## config.mk

```make
export PLATFORM = sky130hd
export DESIGN_NAME = alarm_clock_multi_flat
export DESIGN_NICKNAME = d
export VERILOG_FILES = /design/src/rtl/clock_pkg.sv /design/src/rtl/alarm_clock_multi_if.sv /design/src/rtl/alarm_channel.sv /design/src/rtl/alarm_clock_multi.sv /design/src/flat_wrapper.sv
export SDC_FILE = /design/constraint.sdc
export NUM_CORES = 1
export LEC_CHECK = 0
export BUFFER_PORTS_ARGS = -buffer_cell sky130_fd_sc_hd__clkbuf_2
export CAP_MARGIN = 20
export CORE_MARGIN = 2
export CORE_UTILIZATION = 62
export DETAILED_ROUTE_END_ITERATION = 10
export GPL_TIMING_DRIVEN = 0
export PLACE_DENSITY = 0.89
export SYNTH_ARGS = -nofsm -noshare
export SYNTH_HDL_FRONTEND = slang
export SYNTH_SLANG_ARGS = --single-unit
```

## constraint.sdc

```tcl
create_clock -name clk -period 4.3 [get_ports clk]
set_input_delay 0.43 -clock clk [delete_from_list [all_inputs] [get_ports clk]]
set_output_delay 0.43 -clock clk [all_outputs]
set_load 0.005 [all_outputs]
```

## src/rtl/clock_pkg.sv

```systemverilog
// Shared time-of-day constants, HH:MM type and wrap/clamp helpers for the alarm clock.
// Pure combinational helpers with no state and no flow control.
package clock_pkg;

  localparam int HOURS_MAX = 23;
  localparam int MIN_MAX   = 59;
  localparam int SEC_MAX   = 59;
  localparam int HW        = 5;
  localparam int MW        = 6;

  typedef struct packed {
    logic [HW-1:0] hh;
    logic [MW-1:0] mm;
  } hhmm_t;

  function automatic logic [HW-1:0] clamp_hh(input logic [HW-1:0] h);
    return (h > HW'(HOURS_MAX)) ? HW'(HOURS_MAX) : h;
  endfunction

  function automatic logic [MW-1:0] clamp_mm(input logic [MW-1:0] m);
    return (m > MW'(MIN_MAX)) ? MW'(MIN_MAX) : m;
  endfunction

  // n is at most 59, so at most one hour carry and one midnight wrap can occur
  function automatic hhmm_t add_minutes(input logic [HW-1:0] hh, input logic [MW-1:0] mm,
                                        input logic [MW-1:0] n);
    hhmm_t r;
    int    m_sum;
    int    h_sum;
    m_sum = int'(mm) + int'(n);
    h_sum = int'(hh);
    if (m_sum > MIN_MAX) begin
      m_sum = m_sum - (MIN_MAX + 1);
      h_sum = h_sum + 1;
    end
    if (h_sum > HOURS_MAX) h_sum = 0;
    r.hh = HW'(h_sum);
    r.mm = MW'(m_sum);
    return r;
  endfunction

endpackage

```

## src/rtl/alarm_clock_multi_if.sv

```systemverilog
// Control/status bundle of the multi-alarm clock: time load, alarm programming, snooze/dismiss, display outputs.
// Plain wires, no handshake; the slave side samples every input each clk.
interface alarm_clock_multi_if #(parameter int NUM_ALARMS = 4);
  import clock_pkg::*;

  localparam int IW = (NUM_ALARMS > 1) ? $clog2(NUM_ALARMS) : 1;

  logic                  time_set;
  logic [HW-1:0]         set_hours;
  logic [MW-1:0]         set_minutes;
  logic                  al_wr;
  logic [IW-1:0]         al_idx;
  logic [HW-1:0]         al_hours;
  logic [MW-1:0]         al_minutes;
  logic                  al_en;
  logic                  snooze;
  logic                  dismiss;
  logic [HW-1:0]         hours;
  logic [MW-1:0]         minutes;
  logic [MW-1:0]         seconds;
  logic                  tick;
  logic [NUM_ALARMS-1:0] ringing;
  logic                  alarm;

  modport master (
    output time_set, set_hours, set_minutes, al_wr, al_idx, al_hours, al_minutes, al_en,
           snooze, dismiss,
    input  hours, minutes, seconds, tick, ringing, alarm
  );

  modport slave (
    input  time_set, set_hours, set_minutes, al_wr, al_idx, al_hours, al_minutes, al_en,
           snooze, dismiss,
    output hours, minutes, seconds, tick, ringing, alarm
  );

endinterface

```

## src/rtl/alarm_channel.sv

```systemverilog
// One alarm channel: programmed time, enable, snooze target and auto-dismissing ringing flag.
// Ringing is registered: set on the edge the clock reaches HH:MM:00; no backpressure.
module alarm_channel
  import clock_pkg::*;
#(
  parameter int SNOOZE_MIN   = 5,
  parameter int RING_MAX_MIN = 10
) (
  input  logic          clk,
  input  logic          rst_n,
  input  logic [HW-1:0] cur_hh,
  input  logic [MW-1:0] cur_mm,
  input  logic [HW-1:0] nxt_hh,
  input  logic [MW-1:0] nxt_mm,
  input  logic [MW-1:0] nxt_ss,
  input  logic          tick,
  input  logic          min_roll,
  input  logic          wr,
  input  logic [HW-1:0] wr_hh,
  input  logic [MW-1:0] wr_mm,
  input  logic          wr_en,
  input  logic          snooze,
  input  logic          dismiss,
  output logic          ringing
);

  logic [HW-1:0] al_hh;
  logic [MW-1:0] al_mm;
  logic          en;
  logic          snz_vld;
  hhmm_t         snz;
  hhmm_t         snz_new;
  logic [5:0]    ring_cnt;
  logic          hit_al;
  logic          hit_snz;
  logic          match;

  assign hit_al  = (nxt_hh == al_hh) && (nxt_mm == al_mm);
  assign hit_snz = snz_vld && (nxt_hh == snz.hh) && (nxt_mm == snz.mm);
  assign match   = en && tick && (nxt_ss == '0) && (hit_al || hit_snz);
  assign snz_new = add_minutes(cur_hh, cur_mm, MW'(SNOOZE_MIN));

  // Priority: reprogramming, then a fresh match, then user/auto silencing of a ringing channel
  always_ff @(posedge clk or negedge rst_n) begin
    if (!rst_n) begin
      al_hh    <= '0;
      al_mm    <= '0;
      en       <= 1'b0;
      snz_vld  <= 1'b0;
      snz      <= '0;
      ring_cnt <= '0;
      ringing  <= 1'b0;
    end else if (wr) begin
      al_hh    <= clamp_hh(wr_hh);
      al_mm    <= clamp_mm(wr_mm);
      en       <= wr_en;
      snz_vld  <= 1'b0;
      ring_cnt <= '0;
      ringing  <= 1'b0;
    end else if (match) begin
      ringing  <= 1'b1;
      ring_cnt <= '0;
    end else if (ringing) begin
      if (dismiss) begin
        ringing <= 1'b0;
        snz_vld <= 1'b0;
      end else if (snooze) begin
        ringing <= 1'b0;
        snz_vld <= 1'b1;
        snz     <= snz_new;
      end else if (min_roll) begin
        if (ring_cnt == 6'(RING_MAX_MIN - 1)) begin
          ringing <= 1'b0;
          snz_vld <= 1'b0;
        end else begin
          ring_cnt <= ring_cnt + 1'b1;
        end
      end
    end
  end

endmodule

```

## src/rtl/alarm_clock_multi.sv

```systemverilog
// 24 h HH:MM:SS clock with prescaled tick and NUM_ALARMS alarm channels; time_set beats tick.
// Time, tick and ringing update on the same edge; inputs always accepted, no backpressure.
module alarm_clock_multi
  import clock_pkg::*;
#(
  parameter int TICK_DIV     = 1,
  parameter int NUM_ALARMS   = 4,
  parameter int SNOOZE_MIN   = 5,
  parameter int RING_MAX_MIN = 10
) (
  input logic                clk,
  input logic                rst_n,
  alarm_clock_multi_if.slave bus
);

  localparam int CW = (TICK_DIV > 1) ? $clog2(TICK_DIV) : 1;
  localparam int IW = (NUM_ALARMS > 1) ? $clog2(NUM_ALARMS) : 1;

  logic [CW-1:0]         pre_cnt;
  logic                  tick_now;
  logic                  tick_q;
  logic                  min_roll;
  logic [HW-1:0]         hh_q;
  logic [HW-1:0]         nxt_hh;
  logic [MW-1:0]         mm_q;
  logic [MW-1:0]         nxt_mm;
  logic [MW-1:0]         ss_q;
  logic [MW-1:0]         nxt_ss;
  logic [NUM_ALARMS-1:0] ring_vec;

  // A time load restarts the second, so it also swallows any tick due this cycle
  assign tick_now = !bus.time_set && (pre_cnt == CW'(TICK_DIV - 1));

  always_comb begin
    nxt_ss   = ss_q + 1'b1;
    nxt_mm   = mm_q;
    nxt_hh   = hh_q;
    min_roll = 1'b0;
    if (ss_q == MW'(SEC_MAX)) begin
      nxt_ss   = '0;
      min_roll = tick_now;
      if (mm_q == MW'(MIN_MAX)) begin
        nxt_mm = '0;
        nxt_hh = (hh_q == HW'(HOURS_MAX)) ? '0 : hh_q + 1'b1;
      end else begin
        nxt_mm = mm_q + 1'b1;
      end
    end
  end

  always_ff @(posedge clk or negedge rst_n) begin
    if (!rst_n) begin
      pre_cnt <= '0;
      tick_q  <= 1'b0;
      hh_q    <= '0;
      mm_q    <= '0;
      ss_q    <= '0;
    end else begin
      tick_q <= tick_now;
      if (bus.time_set) begin
        pre_cnt <= '0;
        hh_q    <= clamp_hh(bus.set_hours);
        mm_q    <= clamp_mm(bus.set_minutes);
        ss_q    <= '0;
      end else if (tick_now) begin
        pre_cnt <= '0;
        hh_q    <= nxt_hh;
        mm_q    <= nxt_mm;
        ss_q    <= nxt_ss;
      end else begin
        pre_cnt <= pre_cnt + 1'b1;
      end
    end
  end

  for (genvar i = 0; i < NUM_ALARMS; i++) begin : g_ch
    alarm_channel #(
      .SNOOZE_MIN  (SNOOZE_MIN),
      .RING_MAX_MIN(RING_MAX_MIN)
    ) u_ch (
      .clk     (clk),
      .rst_n   (rst_n),
      .cur_hh  (hh_q),
      .cur_mm  (mm_q),
      .nxt_hh  (nxt_hh),
      .nxt_mm  (nxt_mm),
      .nxt_ss  (nxt_ss),
      .tick    (tick_now),
      .min_roll(min_roll),
      .wr      (bus.al_wr && (bus.al_idx == IW'(i))),
      .wr_hh   (bus.al_hours),
      .wr_mm   (bus.al_minutes),
      .wr_en   (bus.al_en),
      .snooze  (bus.snooze),
      .dismiss (bus.dismiss),
      .ringing (ring_vec[i])
    );
  end

  assign bus.hours   = hh_q;
  assign bus.minutes = mm_q;
  assign bus.seconds = ss_q;
  assign bus.tick    = tick_q;
  assign bus.ringing = ring_vec;
  assign bus.alarm   = |ring_vec;

endmodule

```

## src/flat_wrapper.sv

```systemverilog
// flat-port wrapper written by rule: the top's interface ports become plain ports
module alarm_clock_multi_flat import clock_pkg::*;
#(
  parameter int TICK_DIV     = 1,
  parameter int NUM_ALARMS   = 4,
  parameter int SNOOZE_MIN   = 5,
  parameter int RING_MAX_MIN = 10
)
  (clk, rst_n, bus_time_set, bus_set_hours, bus_set_minutes, bus_al_wr, bus_al_idx, bus_al_hours, bus_al_minutes, bus_al_en, bus_snooze, bus_dismiss, bus_hours, bus_minutes, bus_seconds, bus_tick, bus_ringing, bus_alarm);
  alarm_clock_multi_if #(.NUM_ALARMS(NUM_ALARMS)) bus_i ();
  input logic clk;
  input logic rst_n;
  input wire logic [$bits(bus_i.time_set)-1:0] bus_time_set;
  input wire logic [$bits(bus_i.set_hours)-1:0] bus_set_hours;
  input wire logic [$bits(bus_i.set_minutes)-1:0] bus_set_minutes;
  input wire logic [$bits(bus_i.al_wr)-1:0] bus_al_wr;
  input wire logic [$bits(bus_i.al_idx)-1:0] bus_al_idx;
  input wire logic [$bits(bus_i.al_hours)-1:0] bus_al_hours;
  input wire logic [$bits(bus_i.al_minutes)-1:0] bus_al_minutes;
  input wire logic [$bits(bus_i.al_en)-1:0] bus_al_en;
  input wire logic [$bits(bus_i.snooze)-1:0] bus_snooze;
  input wire logic [$bits(bus_i.dismiss)-1:0] bus_dismiss;
  output wire logic [$bits(bus_i.hours)-1:0] bus_hours;
  output wire logic [$bits(bus_i.minutes)-1:0] bus_minutes;
  output wire logic [$bits(bus_i.seconds)-1:0] bus_seconds;
  output wire logic [$bits(bus_i.tick)-1:0] bus_tick;
  output wire logic [$bits(bus_i.ringing)-1:0] bus_ringing;
  output wire logic [$bits(bus_i.alarm)-1:0] bus_alarm;
  assign bus_i.time_set = bus_time_set;
  assign bus_i.set_hours = bus_set_hours;
  assign bus_i.set_minutes = bus_set_minutes;
  assign bus_i.al_wr = bus_al_wr;
  assign bus_i.al_idx = bus_al_idx;
  assign bus_i.al_hours = bus_al_hours;
  assign bus_i.al_minutes = bus_al_minutes;
  assign bus_i.al_en = bus_al_en;
  assign bus_i.snooze = bus_snooze;
  assign bus_i.dismiss = bus_dismiss;
  assign bus_hours = bus_i.hours;
  assign bus_minutes = bus_i.minutes;
  assign bus_seconds = bus_i.seconds;
  assign bus_tick = bus_i.tick;
  assign bus_ringing = bus_i.ringing;
  assign bus_alarm = bus_i.alarm;
  alarm_clock_multi #(.TICK_DIV(TICK_DIV), .NUM_ALARMS(NUM_ALARMS), .SNOOZE_MIN(SNOOZE_MIN), .RING_MAX_MIN(RING_MAX_MIN)) u_core (.clk(clk), .rst_n(rst_n), .bus(bus_i));
endmodule
```

---- Yosys cells after proc, flatten, opt, wreduce, memory -nomap -nowiden ----
Cells that the tools add are included.
operators by class
  $add $sub $neg .......................... 11
  multipliers ............................. 0
  divide/modulo/power cells ............... 0
  $lt $le $gt $ge ......................... 6
  equality and inequality tests ........... 42
  shifts and indexed selects .............. 0
  mux-type cells .......................... 106
  bitwise operators ....................... 10
  reduce and logical (&&, ||, !) cells .... 70
operators by type and width
  kind                                                                               count
  6-bit two-way mux                                                                  39
  1-bit two-way mux                                                                  59
  6-bit equality test                                                                8
  5-bit equality test                                                                8
  5-bit two-way mux                                                                  8
  5-bit AND reduction                                                                8
  6-bit by 1-bit adder with 6-bit output (second input constant)                     6
  32-bit by 6-bit greater-than comparator with 1-bit output (second input constant)  1
  4-bit nonzero test                                                                 8
  1-bit logical AND                                                                  29
  6-bit by 4-bit equality test with 1-bit output (second input constant)             4
  3-bit by 1-bit inequality test with 1-bit output (second input constant)           8
  3-bit nonzero test                                                                 8
  4-bit AND reduction                                                                4
  6-bit equality test (second input constant)                                        2
  6-bit greater-than comparator (second input constant)                              2
  3-bit inequality test (second input constant)                                      4
  5-bit greater-than comparator (second input constant)                              2
  1-bit inverter                                                                     10
  2-bit nonzero test                                                                 5
  2-bit inequality test (second input constant)                                      4
  6-bit by 3-bit adder with 7-bit output (second input constant)                     1
  7-bit by 6-bit greater-than comparator with 1-bit output (second input constant)   1
  5-bit by 1-bit adder with 6-bit output (second input constant)                     1
  other kinds (11)                                                                   15
storage, ports and cells
  bits in registers ....................... 143
  bits in latches ......................... 0
  memory bits (writable) .................. 0
  bits in read-only memories .............. 0
  output and inout bits ................... 23
  word-level logic and storage cells ...... 282
  memories ................................ 0

---- Longest topological paths before layout ----
  word-level depth ........................ 11
  mapped depth ............................ 14
  depth with buffers taken out ............ 11

---- Cells and area by module ----
A second synthesis with hierarchy kept.
second synthesis, totals
  cell total of the unflattened synthesis .. 1,027
  area total of the unflattened synthesis .. 9,813.2 µm²
modules (own cells, without submodules)
  module             instances  cells an instance  area an instance (µm²)
  alarm_channel      4          211                2,088.3
  alarm_clock_multi  1          183                1,460.2

---- Worst setup path after synthesis ----
OpenSTA, ideal clock, no wires.
  path kind ............................... flip-flop to flip-flop
  start ................................... register u_core.ss_q[0] (netlist: u_core.bus.seconds[0])
  end ..................................... register u_core.g_ch[0].u_ch.snz[0] in the netlist's numbering
  library setup time ...................... 0.125 ns
  data arrival time ....................... 3.288 ns
  setup slack ............................. 0.887 ns
  cell stages (with the launch flop) ...... 11
  period minus slack after synthesis ...... 3.413 ns
  cell sequence ........................... dfrtp_1 ha_1 nand3b_1 nor4_2 mux2i_2 xnor2_1 or4_1 o31a_1 nand4_4 buf_12 mux2_4
on the way
  longest elaborated chain between the ends .. 9
  elaborated cells on any way between the ends .. 18
RTL lines
  item                                                                            RTL line                 source
  start: declaration                                                              alarm_clock_multi.sv:27  logic [MW-1:0] ss_q;
  start signal: assignment                                                        alarm_clock_multi.sv:69  ss_q <= nxt_ss;
  branches (longest 6 deep; another with 6-bit by 1-bit adder with 6-bit output)  n/a
  1-bit logical AND *                                                             alarm_channel.sv:40      assign match = en && tick && (nxt_ss == '0) && (hit_al || hit_snz);
  1-bit inverter (no source line) *                                               n/a
  5-bit AND reduction (no source line) *                                          n/a
  end signal: assignment                                                          alarm_channel.sv:70      snz <= snz_new;
  end: declaration                                                                alarm_channel.sv:31      hhmm_t snz;
Mark *: on every way between the ends.
A chain may end at the register's enable or synchronous reset.

---- Worst setup path after layout ----
  start ................................... register u_core.ss_q[1] (netlist: u_core.bus.seconds[1])
  end ..................................... register u_core.g_ch[0].u_ch.snz[8] in the netlist's numbering
The elaborated chain is that of the path after synthesis.

==> run_summary.xml <==
<?xml version="1.0" encoding="UTF-8"?>
<metrics>
  <group name="synthesis">
    <metric name="net_count_of_the_mapped_netlist" unit="">914</metric>
    <metric name="netlist.area_leader.share" unit="">0.422</metric>
    <metric name="ys.warnings.count" unit="">0</metric>
    <metric name="ys_seq_area_frac" unit="">0.422</metric>
    <metric name="synth_edf_count" unit="">0</metric>
    <metric name="synth.most_common_cell" unit="">dfrtp_1</metric>
    <metric name="postSynth.asyncResetShare" unit="">1.00</metric>
    <metric name="ys_ff_latch" unit="">143</metric>
    <metric name="synth_area_per_cell" unit="um2">9.76</metric>
    <metric name="post_synth_inst_count" unit="">868</metric>
    <metric name="netlist_area" unit="um2">8470</metric>
    <metric name="synth_top_flop_cell" unit="">dfrtp_1</metric>
    <metric name="synth.top_cells.by_count" unit="">dfrtp_1 (143), nand2_1 (89), o21ai_0 (66), xnor2_1 (66), nor2_1 (62)</metric>
    <metric name="synth_top_cell_by_area" unit="">dfrtp_1</metric>
    <metric name="post_synth_cell_types" unit="">76</metric>
    <metric name="post_synth_main_area_contributors" unit="">dfrtp_1 (42%), mux2_2 (6.9%), xnor2_1 (6.8%), xor2_1 (5.0%), nand2_1 (3.9%)</metric>
  </group>
  <group name="run_status">
    <metric name="violated_checks" unit="">negative setup slack</metric>
    <metric name="status" unit="">finished with violations</metric>
  </group>
  <group name="place">
    <metric name="hpwlAfterDp" unit="mm">16.5</metric>
    <metric name="detailed_place.area" unit="um2">8990</metric>
    <metric name="port-buffer-count" unit="">52</metric>
    <metric name="place.detailed.instances" unit="">1097</metric>
    <metric name="place_congestion" unit="">0.937</metric>
  </group>
  <group name="timing">
    <metric name="finalHoldViolCount" unit="">0</metric>
    <metric name="hold_ws" unit="ns">0.232</metric>
    <metric name="finalCritPeriodShare" unit="">1.00</metric>
    <metric name="number_of_endpoints_failing_setup_at_the_final_stage" unit="">3</metric>
    <metric name="fmax" unit="GHz">0.232</metric>
    <metric name="tightestPinTransition" unit="ns">0.852</metric>
    <metric name="timing.clock.skew" unit="ns">0.0121</metric>
    <metric name="maxSlewViolCount" unit="">0</metric>
    <metric name="period_needed" unit="ns">4.31</metric>
    <metric name="final_critical_path_setup_slack" unit="ns">-0.00605</metric>
    <metric name="slew-limit-headroom" unit="">0.431</metric>
    <metric name="finalSetupTns" unit="ns">-0.0141</metric>
  </group>
  <group name="final_layout">
    <metric name="fill_cells" unit="">912</metric>
    <metric name="final_cells" unit="">1134</metric>
    <metric name="flow.area_growth_from_synthesis" unit="%">13.6</metric>
    <metric name="drive_above_1_share" unit="">0.199</metric>
    <metric name="nNetsFinal" unit="">991</metric>
    <metric name="antenna_cells_inserted" unit="">0</metric>
    <metric name="multiInputGateArea" unit="um2">4640</metric>
    <metric name="postLayoutCellArea" unit="um2">9630</metric>
    <metric name="layout.area.seq" unit="um2">3580</metric>
  </group>
  <group name="pwr">
    <metric name="irDropWorstVdd" unit="uV">343</metric>
    <metric name="total_leakage_power" unit="nW">4.31</metric>
    <metric name="powerDensity" unit="nW/um2">370</metric>
  </group>
  <group name="critical_path">
    <metric name="ff2ff_setup_slack" unit="ns">-0.006</metric>
    <metric name="worst_r2r_startpoint" unit="">u_core.bus.seconds[1]</metric>
    <metric name="capturing_element_type_of_the_critical_path" unit="">flip-flop</metric>
    <metric name="path_cells" unit="">ha_1 &gt; clkbuf_1 &gt; o211ai_1 &gt; a32o_1 &gt; a311oi_1 &gt; o21ai_0 &gt; or4_1 &gt; o31a_1 &gt; nand4_4 &gt; buf_12 &gt; mux2_4</metric>
    <metric name="cpPeakStageDelay" unit="ns">0.65</metric>
    <metric name="critical_path.slowest_cell" unit="">a311oi_1</metric>
    <metric name="crit_fanout" unit="">10</metric>
    <metric name="cp.buffers_inverters" unit="">2</metric>
    <metric name="critical_path.startpoint_type" unit="">flip-flop</metric>
    <metric name="crit-reg2reg-capture" unit="">u_core.g_ch[0].u_ch.snz[8]</metric>
    <metric name="worstSetupPathType" unit="">reg -&gt; reg</metric>
    <metric name="arrival" unit="ns">4.62</metric>
    <metric name="r2r_cells" unit="">11</metric>
    <metric name="critical-path-top-delay-family" unit="">compound AO/OA/AOI/OAI gates</metric>
    <metric name="required_time_at_the_worst_slack_endpoint" unit="ns">4.62</metric>
  </group>
  <group name="clock_network">
    <metric name="tritoncts.num_buffers" unit="">17</metric>
    <metric name="clkTransAtPathRegs" unit="ns">0.06</metric>
    <metric name="insertion_delay" unit="ns">0.44</metric>
    <metric name="cts_tree" unit="">yes</metric>
    <metric name="ctsRootBufferMaster" unit="">clkbuf_16</metric>
    <metric name="maximum_root_to_sink_buffer_count" unit="">2</metric>
    <metric name="cts_num_sinks" unit="">143</metric>
    <metric name="clock_tree.htree_level_count" unit="">4</metric>
  </group>
  <group name="drt">
    <metric name="vias_per_cell" unit="">6.54</metric>
    <metric name="post_drt_wl_per_cell" unit="um">21.1</metric>
    <metric name="drt_wl_total" unit="mm">24.0</metric>
    <metric name="route.vias.total" unit="">7413</metric>
    <metric name="initialDrtViolationCount" unit="">988</metric>
    <metric name="drcViolationCount" unit="">0</metric>
    <metric name="ant_nets" unit="">0</metric>
    <metric name="drt_first_pass_iters" unit="">9</metric>
  </group>
  <group name="global_routing">
    <metric name="wire_length_of_the_first_global_routing_pass" unit="mm">37.7</metric>
    <metric name="initial_antenna_violation_count" unit="">0</metric>
    <metric name="grt_max_degree" unit="">117</metric>
    <metric name="global_route.overflow_total" unit="">0</metric>
    <metric name="first_global_vias" unit="">7152</metric>
    <metric name="grt_util_all_layers" unit="">0.338</metric>
  </group>
  <group name="floorplan">
    <metric name="die_x" unit="um">121</metric>
    <metric name="core_region_area" unit="um2">13300</metric>
    <metric name="row_count" unit="">42</metric>
    <metric name="die-area" unit="um2">14600</metric>
    <metric name="floorplan.initialDensity" unit="">0.637</metric>
    <metric name="count_of_pins_on_the_block_boundary" unit="">54</metric>
    <metric name="die_span_y" unit="um">121</metric>
  </group>
  <group name="min_path">
    <metric name="hp-start" unit="">bus_set_hours[2]</metric>
    <metric name="worstHoldPathCells" unit="">2</metric>
    <metric name="min_delay_worst_endpoint" unit="">u_core.bus.hours[2]</metric>
    <metric name="min-delay-path-class" unit="">in -&gt; reg</metric>
  </group>
  <group name="run">
    <metric name="cap_violations" unit="">0</metric>
  </group>
</metrics>
flip-flops by register name, indices dropped and copies added (netlist names):
signal                     flops
u_core.g_ch.u_ch.snz          44
u_core.g_ch.u_ch.al_mm        24
u_core.g_ch.u_ch.ring_cnt     24
u_core.g_ch.u_ch.al_hh        20
u_core.bus.minutes             6
u_core.bus.seconds             6
u_core.bus.hours               5
u_core.g_ch.u_ch.en            4
u_core.g_ch.u_ch.ringing       4
u_core.g_ch.u_ch.snz_vld       4
u_core.bus.tick                1
u_core.pre_cnt                 1
worst max-delay path by stage:
stage / startpoint / end / slack, ns / cells after the start
6_report: u_core.bus.seconds[1] / u_core.g_ch[0].u_ch.snz[8] / -0.006 / 11
5_1_grt: u_core.bus.seconds[1] / u_core.g_ch[2].u_ch.snz[6] / -0.006 / 12
4_1_cts: u_core.bus.seconds[1] / u_core.g_ch[2].u_ch.snz[5] / 0.0008 / 11
3_5_place_dp: u_core.bus.seconds[1] / u_core.g_ch[2].u_ch.snz[5] / -0.08 / 12
3_3_place_gp: u_core.bus.seconds[0] / u_core.g_ch[2].u_ch.snz[3] / 0.03 / 11
2_1_floorplan: u_core.bus.seconds[0] / u_core.g_ch[0].u_ch.snz[0] / 0.89 / 10
per-stage QoR:
| step | power (mW) | worst slack [ns] | utilization |
|---|---|---|---|
| 3_3_place_gp | 2.17 | 0.0324 | 0.674 |
| 2_1_floorplan | 1.97 | 0.887 | - |
| 5_1_grt | 3.67 | -0.00610 | 0.724 |
| 3_5_place_dp | 2.19 | -0.0820 | 0.676 |
| 4_1_cts | 3.52 | 0.000844 | 0.717 |
| 6_report | 3.56 | -0.00605 | 0.724 |
per-layer routing:
layer | GRT usage | part of all wire
met3 | 0.0827 | 0.099
met1 | 0.438 | 0.38
met4 | 0.156 | 0.045
met5 | 0 | 0
met2 | 0.537 | 0.47
logic make-up after synthesis:
group	Yosys count	share of synthesized area
muxes	69	0.0943
buffers and inverters	75	0.0391
and+or+nand+nor	274	0.164
xor gates and xnor gates	115	0.120
other	1	0.000443
adders and majority gates	15	0.0221
DFF	143	0.422
AOI/OAI and AO/OA	176	0.137
where the power goes:
part / internal (mW) / switching (mW)
logic: 0.264 / 0.419
registers: 1.44 / 0.0979
clock network: 0.735 / 0.603
total: 2.44 / 1.12
placed cells by master, fill, tap and decap left out, types with 4 or more instances in the layout:
cell and count:
mux2i_1 7, nor2b_1 6, o22a_1 4, nand2_1 89
and3_1 11, o31ai_1 5, a21oi_1 27, nand3b_1 8
a211oi_1 9, nand2b_1 5, o211ai_1 11, buf_4 7
clkinvlp_4 5, clkbuf_2 53, mux2_4 8, ha_1 15
a31oi_1 5, a311oi_1 5, o21ai_0 66, xor2_1 48
nor4_1 10, buf_2 14, nor3b_1 4, or3_1 6
nor3_1 6, clkbuf_1 29, inv_1 27, clkbuf_16 17
clkinv_2 4, or4_1 7, xnor2_1 66, o21a_1 4
mux2_2 52, nand3_1 18, dfrtp_1 143, nor2_1 60
nand4_1 19
worst register-to-register path: stages, from the launching register on:
cell and delay, ns:
dfrtp_1 0.47, ha_1 0.21, clkbuf_1 0.33, o211ai_1 0.15, a32o_1 0.27, a311oi_1 0.65
o21ai_0 0.46, or4_1 0.63, o31a_1 0.33, nand4_4 0.19, buf_12 0.18, mux2_4 0.31
layout make-up:
cell class,instances,area share
clock inverters,13,0.00962
multi-input cells,650,0.482
repair buffers,58,0.0347
clock buffers,19,0.0450
inverters,27,0.0105
well taps,176,0.0229
flip-flops and latches,143,0.372
plain buffers,48,0.0239
repair_timing:
action | CTS | global route
endpoints found under the setup margin | 16 | 48
endpoints found under the hold margin | 27 | 0
hold buffers | 1 | 0
pin swaps | 0 | 1
setup buffers | 0 | 3
gates resized for setup | 2 | 10
cloned | 0 | 0
(Power assumes the default switching activity.)
